## config.mk

```make
export PLATFORM = sky130hd
export DESIGN_NAME = decimal_digit_scanner
export DESIGN_NICKNAME = d
export VERILOG_FILES = /design/src/rtl/decimal_digit_scanner.sv
export SDC_FILE = /design/constraint.sdc
export NUM_CORES = 1
export LEC_CHECK = 0
export CORE_UTILIZATION = 40
export CTS_BUF_LIST = sky130_fd_sc_hd__clkbuf_16
export CTS_CLUSTER_DIAMETER = 60
export DETAILED_ROUTE_END_ITERATION = 12
export SLEW_MARGIN = 30
export SYNTH_ARGS = -nofsm -noshare
export SYNTH_HDL_FRONTEND = slang
export SYNTH_SLANG_ARGS = --single-unit
```

## constraint.sdc

```tcl
create_clock -name Clock -period 2.54 [get_ports Clock]
set_clock_uncertainty 0.05 [all_clocks]
set_input_delay 0.508 -clock Clock [delete_from_list [all_inputs] [get_ports Clock]]
set_output_delay 0.508 -clock Clock [all_outputs]
set_load 0.01 [all_outputs]
```

## src/rtl/decimal_digit_scanner.sv

```systemverilog
// decimal_digit_scanner: binary-to-BCD converter (iterative shift-add-3) feeding
// a display register, plus a free-running digit scanner that emits one
// decoder digit code and a one-hot digit select per refresh slot.
module decimal_digit_scanner #(
    parameter int DIGITS      = 4,
    parameter int WIDTH       = 14,
    parameter int REFRESH_DIV = 50000
) (
    input  logic              Clock,
    input  logic              ResetN,
    input  logic [WIDTH-1:0]  Value,
    input  logic              Load,
    input  logic              BlankZeros,
    output logic              Busy,
    output logic              Done,
    output logic              Overflow,
    output logic [9:0]        Number,
    output logic [DIGITS-1:0] DigitSelect
);

    localparam int BCD_W = 4 * DIGITS;
    localparam int CNT_W = $clog2(WIDTH + 1);
    localparam int IDX_W = $clog2(DIGITS);
    localparam int PRE_W = $clog2(REFRESH_DIV);

    // Largest value that fits in DIGITS decimal digits (10^DIGITS - 1).
    function automatic logic [63:0] max_decimal(input int n);
        logic [63:0] p;
        p = 64'd1;
        for (int i = 0; i < n; i++) begin
            p = p * 64'd10;
        end
        return p - 64'd1;
    endfunction

    localparam logic [63:0] MAX_VALUE = max_decimal(DIGITS);

    typedef enum logic [1:0] {
        S_IDLE,
        S_SHIFT,
        S_DONE
    } state_e;

    state_e             state_q;
    logic [WIDTH-1:0]   bin_q;
    logic [BCD_W-1:0]   bcd_q;
    logic [BCD_W-1:0]   bcd_d;
    logic [CNT_W-1:0]   cnt_q;
    logic               ovf_q;
    logic               busy_q;
    logic               done_q;
    // Display digits; nibble 4'hF marks a blanked digit (never produced by BCD).
    logic [BCD_W-1:0]   disp_q;
    logic [PRE_W-1:0]   pre_q;
    logic [IDX_W-1:0]   idx_q;
    logic [DIGITS-1:0]  blank_mask;
    logic [3:0]         cur_digit;
    logic               zero_run;

    // Add-3 correction of every BCD nibble that is 5 or more, ahead of the shift.
    // NOTE: combinational blocks assign a default first so no latch is inferred.
    always_comb begin
        bcd_d = bcd_q;
        for (int i = 0; i < DIGITS; i++) begin
            if (bcd_q[4*i +: 4] >= 4'd5) begin
                bcd_d[4*i +: 4] = bcd_q[4*i +: 4] + 4'd3;
            end
        end
    end

    // Conversion FSM with registered Busy/Done/Overflow and the display register.
    // NOTE: sequential state uses non-blocking assignments so every register
    // samples the pre-edge values of the others.
    always_ff @(posedge Clock or negedge ResetN) begin
        if (!ResetN) begin
            state_q <= S_IDLE;
            bin_q   <= '0;
            bcd_q   <= '0;
            cnt_q   <= '0;
            ovf_q   <= 1'b0;
            busy_q  <= 1'b0;
            done_q  <= 1'b0;
            disp_q  <= '0;
        end else begin
            busy_q <= 1'b0;
            done_q <= 1'b0;
            case (state_q)
                S_IDLE, S_DONE: begin
                    if (Load) begin
                        bin_q   <= Value;
                        bcd_q   <= '0;
                        cnt_q   <= CNT_W'(WIDTH);
                        ovf_q   <= (64'(Value) > MAX_VALUE);
                        state_q <= S_SHIFT;
                    end else begin
                        state_q <= S_IDLE;
                    end
                end
                S_SHIFT: begin
                    if (cnt_q != '0) begin
                        {bcd_q, bin_q} <= {bcd_d[BCD_W-2:0], bin_q, 1'b0};
                        cnt_q          <= cnt_q - CNT_W'(1);
                        busy_q         <= 1'b1;
                    end else begin
                        // All bits shifted in: publish result (or blanks on overflow).
                        disp_q  <= ovf_q ? '1 : bcd_q;
                        done_q  <= 1'b1;
                        state_q <= S_DONE;
                    end
                end
                default: state_q <= S_IDLE;
            endcase
        end
    end

    // Free-running refresh prescaler and digit index, independent of the FSM.
    always_ff @(posedge Clock or negedge ResetN) begin
        if (!ResetN) begin
            pre_q <= '0;
            idx_q <= '0;
        end else if (pre_q == PRE_W'(REFRESH_DIV - 1)) begin
            pre_q <= '0;
            idx_q <= (idx_q == IDX_W'(DIGITS - 1)) ? '0 : idx_q + IDX_W'(1);
        end else begin
            pre_q <= pre_q + PRE_W'(1);
        end
    end

    // Leading-zero mask: digit i>0 is blankable when it and all higher digits are 0.
    always_comb begin
        zero_run   = 1'b1;
        blank_mask = '0;
        for (int i = DIGITS - 1; i > 0; i--) begin
            zero_run      = zero_run && (disp_q[4*i +: 4] == 4'd0);
            blank_mask[i] = zero_run;
        end
    end

    // Digit code for the currently scanned digit.
    always_comb begin
        cur_digit = disp_q[4*int'(idx_q) +: 4];
        if ((BlankZeros && blank_mask[idx_q]) || (cur_digit > 4'd9)) begin
            Number = '1;
        end else if (cur_digit == 4'd0) begin
            Number = '0;
        end else begin
            Number = 10'd1 << (cur_digit - 4'd1);
        end
    end

    assign DigitSelect = DIGITS'(1) << idx_q;
    assign Busy        = busy_q;
    assign Done        = done_q;
    assign Overflow    = ovf_q;

endmodule

```

=== After elaboration in Yosys (flattened, before gate mapping) ===
Cells that the tools add are included.

* Equal/unequal tests: 7
* Magnitude comparators: 7
* Mux-type cells: 27
* $add $sub $neg: 8
* Reduce and logical (&&, ||, !) cells: 15
* Bitwise logic cells: 1
* Shifts and indexed selects: 3

{| class="wikitable"
|+ Operator list
! cell !! number
|-
| $mux 16 || 4
|-
| $pmux 16 s2 || 1
|-
| $mux 14 || 2
|-
| $pmux 14 s2 || 1
|-
| $mux 10 || 2
|-
| $mux 4 || 5
|-
| $add 16x1->16 const B || 1
|-
| $eq 16x16->1 const B || 1
|-
| $ge 4x3->1 const B || 4
|-
| $logic_not 4->1 || 4
|-
| $shiftx 16x5->4 || 1
|-
| $gt 14x14->1 const B || 1
|-
| $add 4x2->4 const B || 3
|-
| $shl 1x4->10 const A || 1
|-
| $pmux 4 s2 || 1
|-
| $sub 4x1->4 const B || 2
|-
| $mux 1 || 6
|-
| $ne 2x2->1 const B || 3
|-
| $eq 2x2->1 const B || 2
|-
| $gt 4x4->1 const B || 1
|-
| $mux 2 || 2
|-
| $pmux 2 s2 || 1
|-
| $reduce_and 2->1 || 2
|-
| $reduce_bool 4->1 || 1
|-
| other kinds (14) || 16
|}

* Bits of input ports: 18
* Logic and storage cells: 78
* Register bits: 73
* Output and inout port bits: 17

=== Depth between registers and ports, before layout ===
* Depth in word-level cells: 8
* Depth in mapped cells: 8
* Mapped depth without buffers: 7

=== Worst setup path after synthesis ===
No wires, ideal clock.

* Path kind: register to output
* Start: register idx_q[0]
* End: output port Number[0]
* Data arrival time: 1.586 ns
* Buffers on the path: 1
* Required time: 1.982 ns
* Setup slack: 0.396 ns
* Stages on the path, launching flop included: 6
* Cell sequence: dfrtp_1 -> buf_2 -> mux4_2 -> o21ai_1 -> o31a_2 -> o21ai_1

* Word-level cells in the longest chain between the ends: 5
* Elaborated cells between the ends (all ways): 11
* Classes of those cells: add/sub (1); order compare (1); shift (2); mux (4); reduce/logical (3)

{| class="wikitable"
|+ RTL lines
! element !! RTL line !! RTL
|-
| start: declaration || 55 || <nowiki>logic [IDX_W-1:0] idx_q;</nowiki>
|-
| start signal: assignment || 123 || <nowiki>idx_q <= (idx_q == IDX_W'(DIGITS - 1)) ? '0 : idx_q + IDX_W'(1);</nowiki>
|-
| $shiftx 16x5->4 / $bmux 1 s2 (equally long branches) || 141, 142 ||
|-
| $sub 4x1->4 / $mux 1 (equally long branches) || 147, 142 ||
|-
| $shl 1x4->10 / $logic_and 1x1->1 (equally long branches) || 147, 142 ||
|-
| $mux 10 / $logic_or 1x1->1 (equally long branches) || 144, 142 ||
|-
| $mux 10 * || 142 || <nowiki>if ((BlankZeros && blank_mask[idx_q]) || (cur_digit > 4'd9)) begin</nowiki>
|-
| end: declaration || 17 || <nowiki>output logic [9:0] Number,</nowiki>
|}

Every way passes the cells marked *; elsewhere a longest branch is shown, timed or not. The select of a mux whose other input is x is not followed.

=== Final worst setup path ===
* Start: register idx_q[0]
* End: output port Number[8]

Same word-level chain as after synthesis.

==> out/metrics.cfg <==
[run_status]
violations = design-rule violations, negative setup slack
outcome = finished with violations

[clock_tree]
clk_pin_slew_ns = 0.06
cts_buffer_depth = 2
cts_made_buffers = 9
root_buffer = clkbuf_16
cts.sinks = 73
clkLatencyLatePin_ns = 0.33
cts_tree = done
htreeDepth = 3

[logic_synthesis]
synthTopCellsByArea = dfrtp_1 49%, nand2_1 8.5%, ha_1 4.7%
syn_nets = 409
synth.distinct_cells = 42
synth_area_um2 = 3690
synth_ff_type = dfrtp_1
ys_ff_latch = 73
yosysTopAreaCell = dfrtp_1
yosysTopAreaCellShare_pct = 49.5
ys_seq_area_share_pct = 49.5
ys.warnings.count = 0
async_flop_share_pct = 100
synthCells = 377
syn_avg_cell_area_um2 = 9.79
synth_edf_count = 0

[global_routing]
grt_max_degree = 31
first_global_vias = 2899
grt_overflow = 0
grt_pass1_wl_mm = 13.8
grt_use_total_pct = 17.9
antenna_found_initial = 0

[cells_and_area]
multi_input_area_um2 = 1780
fin_util_pct = 50.7
fillers = 836
register_area_um2 = 1830
areaGrowthSynthToFinish_pct = 21.4
antenna_cells = 0
fin_cells = 536
nets = 455
final_layout_size_suffix_gt1_share_pct = 15.2

[power]
vdd_drop_max_mv = 0.626
leakage_nw = 2.15
p_per_area_nw_per_um2 = 1120
power.total_mw = 5.01

[setup_path]
r2r-start = cnt_q[0]
r2r_setup_slack_ns = 0.36
r2r_cells = 7
crit_required_ns = 1.98
arrival_ns = 2.04
reg2reg_to = bcd_q[3]
critPathMaxFanout = 5
cp-end-kind = primary output
startpoint_type = register
crit_type = register to primary output

[routing]
wirelength_mm = 7.78
ant_nets = 0
routedWlPerCell_um = 14.5
vias = 2808
drt_iter0_markers = 119
firstDrtPassIters = 8
viasPerCell = 5.24
post-route-drc-count = 3

[timing]
worst_slack_ns = -0.0544
max_slew_margin_pct = 59.0
drv_slew = 0
tightestPinTransition_ns = 0.614
max_freq_ghz = 0.385
rsz0062_at_grt = yes
fin_crit_sh_pct = 102
finalHoldViolations = 0
setup_viol = 6
finalSetupTns_ns = -0.213
final.min_clock_period_ns = 2.59

[floorplanning]
dieWidth_um = 98.1
core_area_um2 = 8850
start_util_pct = 41.7
die_area_um2 = 9620
ios = 35
row_count = 34
die_y_um = 98.1

[job]
drv_cap = 0

[placement]
gp_congestion = 0.755
portBuffers = 34
pre_cts_ws_ns = -0.0646
hpwl_mm = 5.27
dp.cells = 514

[hold_path]
hp-class = input pin to asynchronous set/reset pin

==> worst max-delay path by stage <==
stage,endpoint,slack [ns],startpoint
detailed placement,Number[4],-0.06,BlankZeros
global route,Number[6],-0.13,idx_q[0]
floorplan,Number[0],0.40,idx_q[0]
global placement,Number[3],-0.04,BlankZeros
CTS,Number[5],0.007,idx_q[0]
finish,Number[8],-0.05,idx_q[0]
==> final cells by class <==
type / instances / share of cell area (%)
inverters: 17 / 1.42
well taps: 108 / 3.02
multi-input cells: 273 / 39.8
flip-flops and latches: 73 / 40.8
repair buffers: 49 / 9.10
clock inverters: 7 / 0.865
clock buffers: 9 / 5.03
==> kinds of logic after synthesis <==
logic type	synth area share, %
adders and majority gates	4.74
muxes	5.83
xor gates and xnor gates	4.98
AOI/OAI and AO/OA	12.2
buffers and inverters	3.66
and+or+nand+nor	19.1
DFF	49.5
==> cells in the mapped netlist, types with 2 or more instances <==
master,count
a21oi_1,7
a22oi_1,12
a31oi_1,2
a32o_1,4
and4_1,2
buf_2,6
clkbuf_1,8
dfrtp_1,73
ha_1,14
inv_1,14
inv_2,3
mux2_2,4
mux2i_1,8
mux4_2,4
nand2_1,84
nand2b_1,10
nand3_1,8
nand4_1,3
nor2_1,16
nor2b_1,3
nor3_1,3
nor4_1,5
nor4bb_1,2
o21ai_0,10
o21ai_1,27
o31ai_1,6
or2_1,2
or4_1,4
xnor2_1,9
xor2_1,12
==> flip-flops by register name (all words and copies together) (netlist names) <==
register	cells
Overflow	1
Done	1
bcd_q	16
bin_q	14
pre_q	16
cnt_q	4
idx_q	2
Busy	1
disp_q	16
state_q	2
==> metrics by stage <==
step	hold slack, ns	cell area (um^2)
global route	0.0454	4480
floorplan	0.162	3690
CTS	0.0373	4450
finish	0.0234	4480
global placement	0.385	4170
detailed placement	0.388	4170
==> placed cells by master, fill, tap and decap left out, drive strengths merged, types with 6 or more instances in the layout <==
| cell type | instances |
|---|---|
| nand2 | 84 |
| dfrtp | 73 |
| o21ai | 37 |
| buf | 26 |
| clkdlybuf4s50 | 23 |
| inv | 18 |
| nor2 | 16 |
| ha | 14 |
| xor2 | 12 |
| a22oi | 12 |
| nand2b | 10 |
| xnor2 | 9 |
| clkbuf | 9 |
| nand3 | 8 |
| mux2i | 8 |
| a21oi | 8 |
| o31ai | 6 |
==> per-layer routing <==
metal / track usage (%) / wire length, um / vias to the layer above / part of all wire, %
met5: 0 / 0 / - / 0
met2: 29.1 / 3660 / 48 / 47
met3: 4.65 / 295 / 10 / 3.8
met1: 23.4 / 3720 / 1350 / 48
li1: - / - / 1400 / -
met4: 5.24 / 94 / 0 / 1.2
==> where the power goes <==
part           internal, mW  switching, mW  leakage (nW)
clock network         0.649          0.469         0.134
logic                 0.918           1.09          1.09
registers              1.56          0.319         0.927
==> worst max-delay path: stages (launching register included) <==
cell,delay [ns]
dfrtp_2,0.43
mux4_2,0.54
o21ai_2,0.19
o31a_1,0.22
buf_6,0.13
o21ai_2,0.05
buf_2,0.14
==> repair_timing <==
item                       in CTS  in global routing
buffers inserted                5                  0
setup endpoints to repair      10                 10
resized for setup              43                  9
hold buffers                    0                  0
cloned                          1                  0
pin swaps                       1                  3
Power figures use the tool's default switching activity.
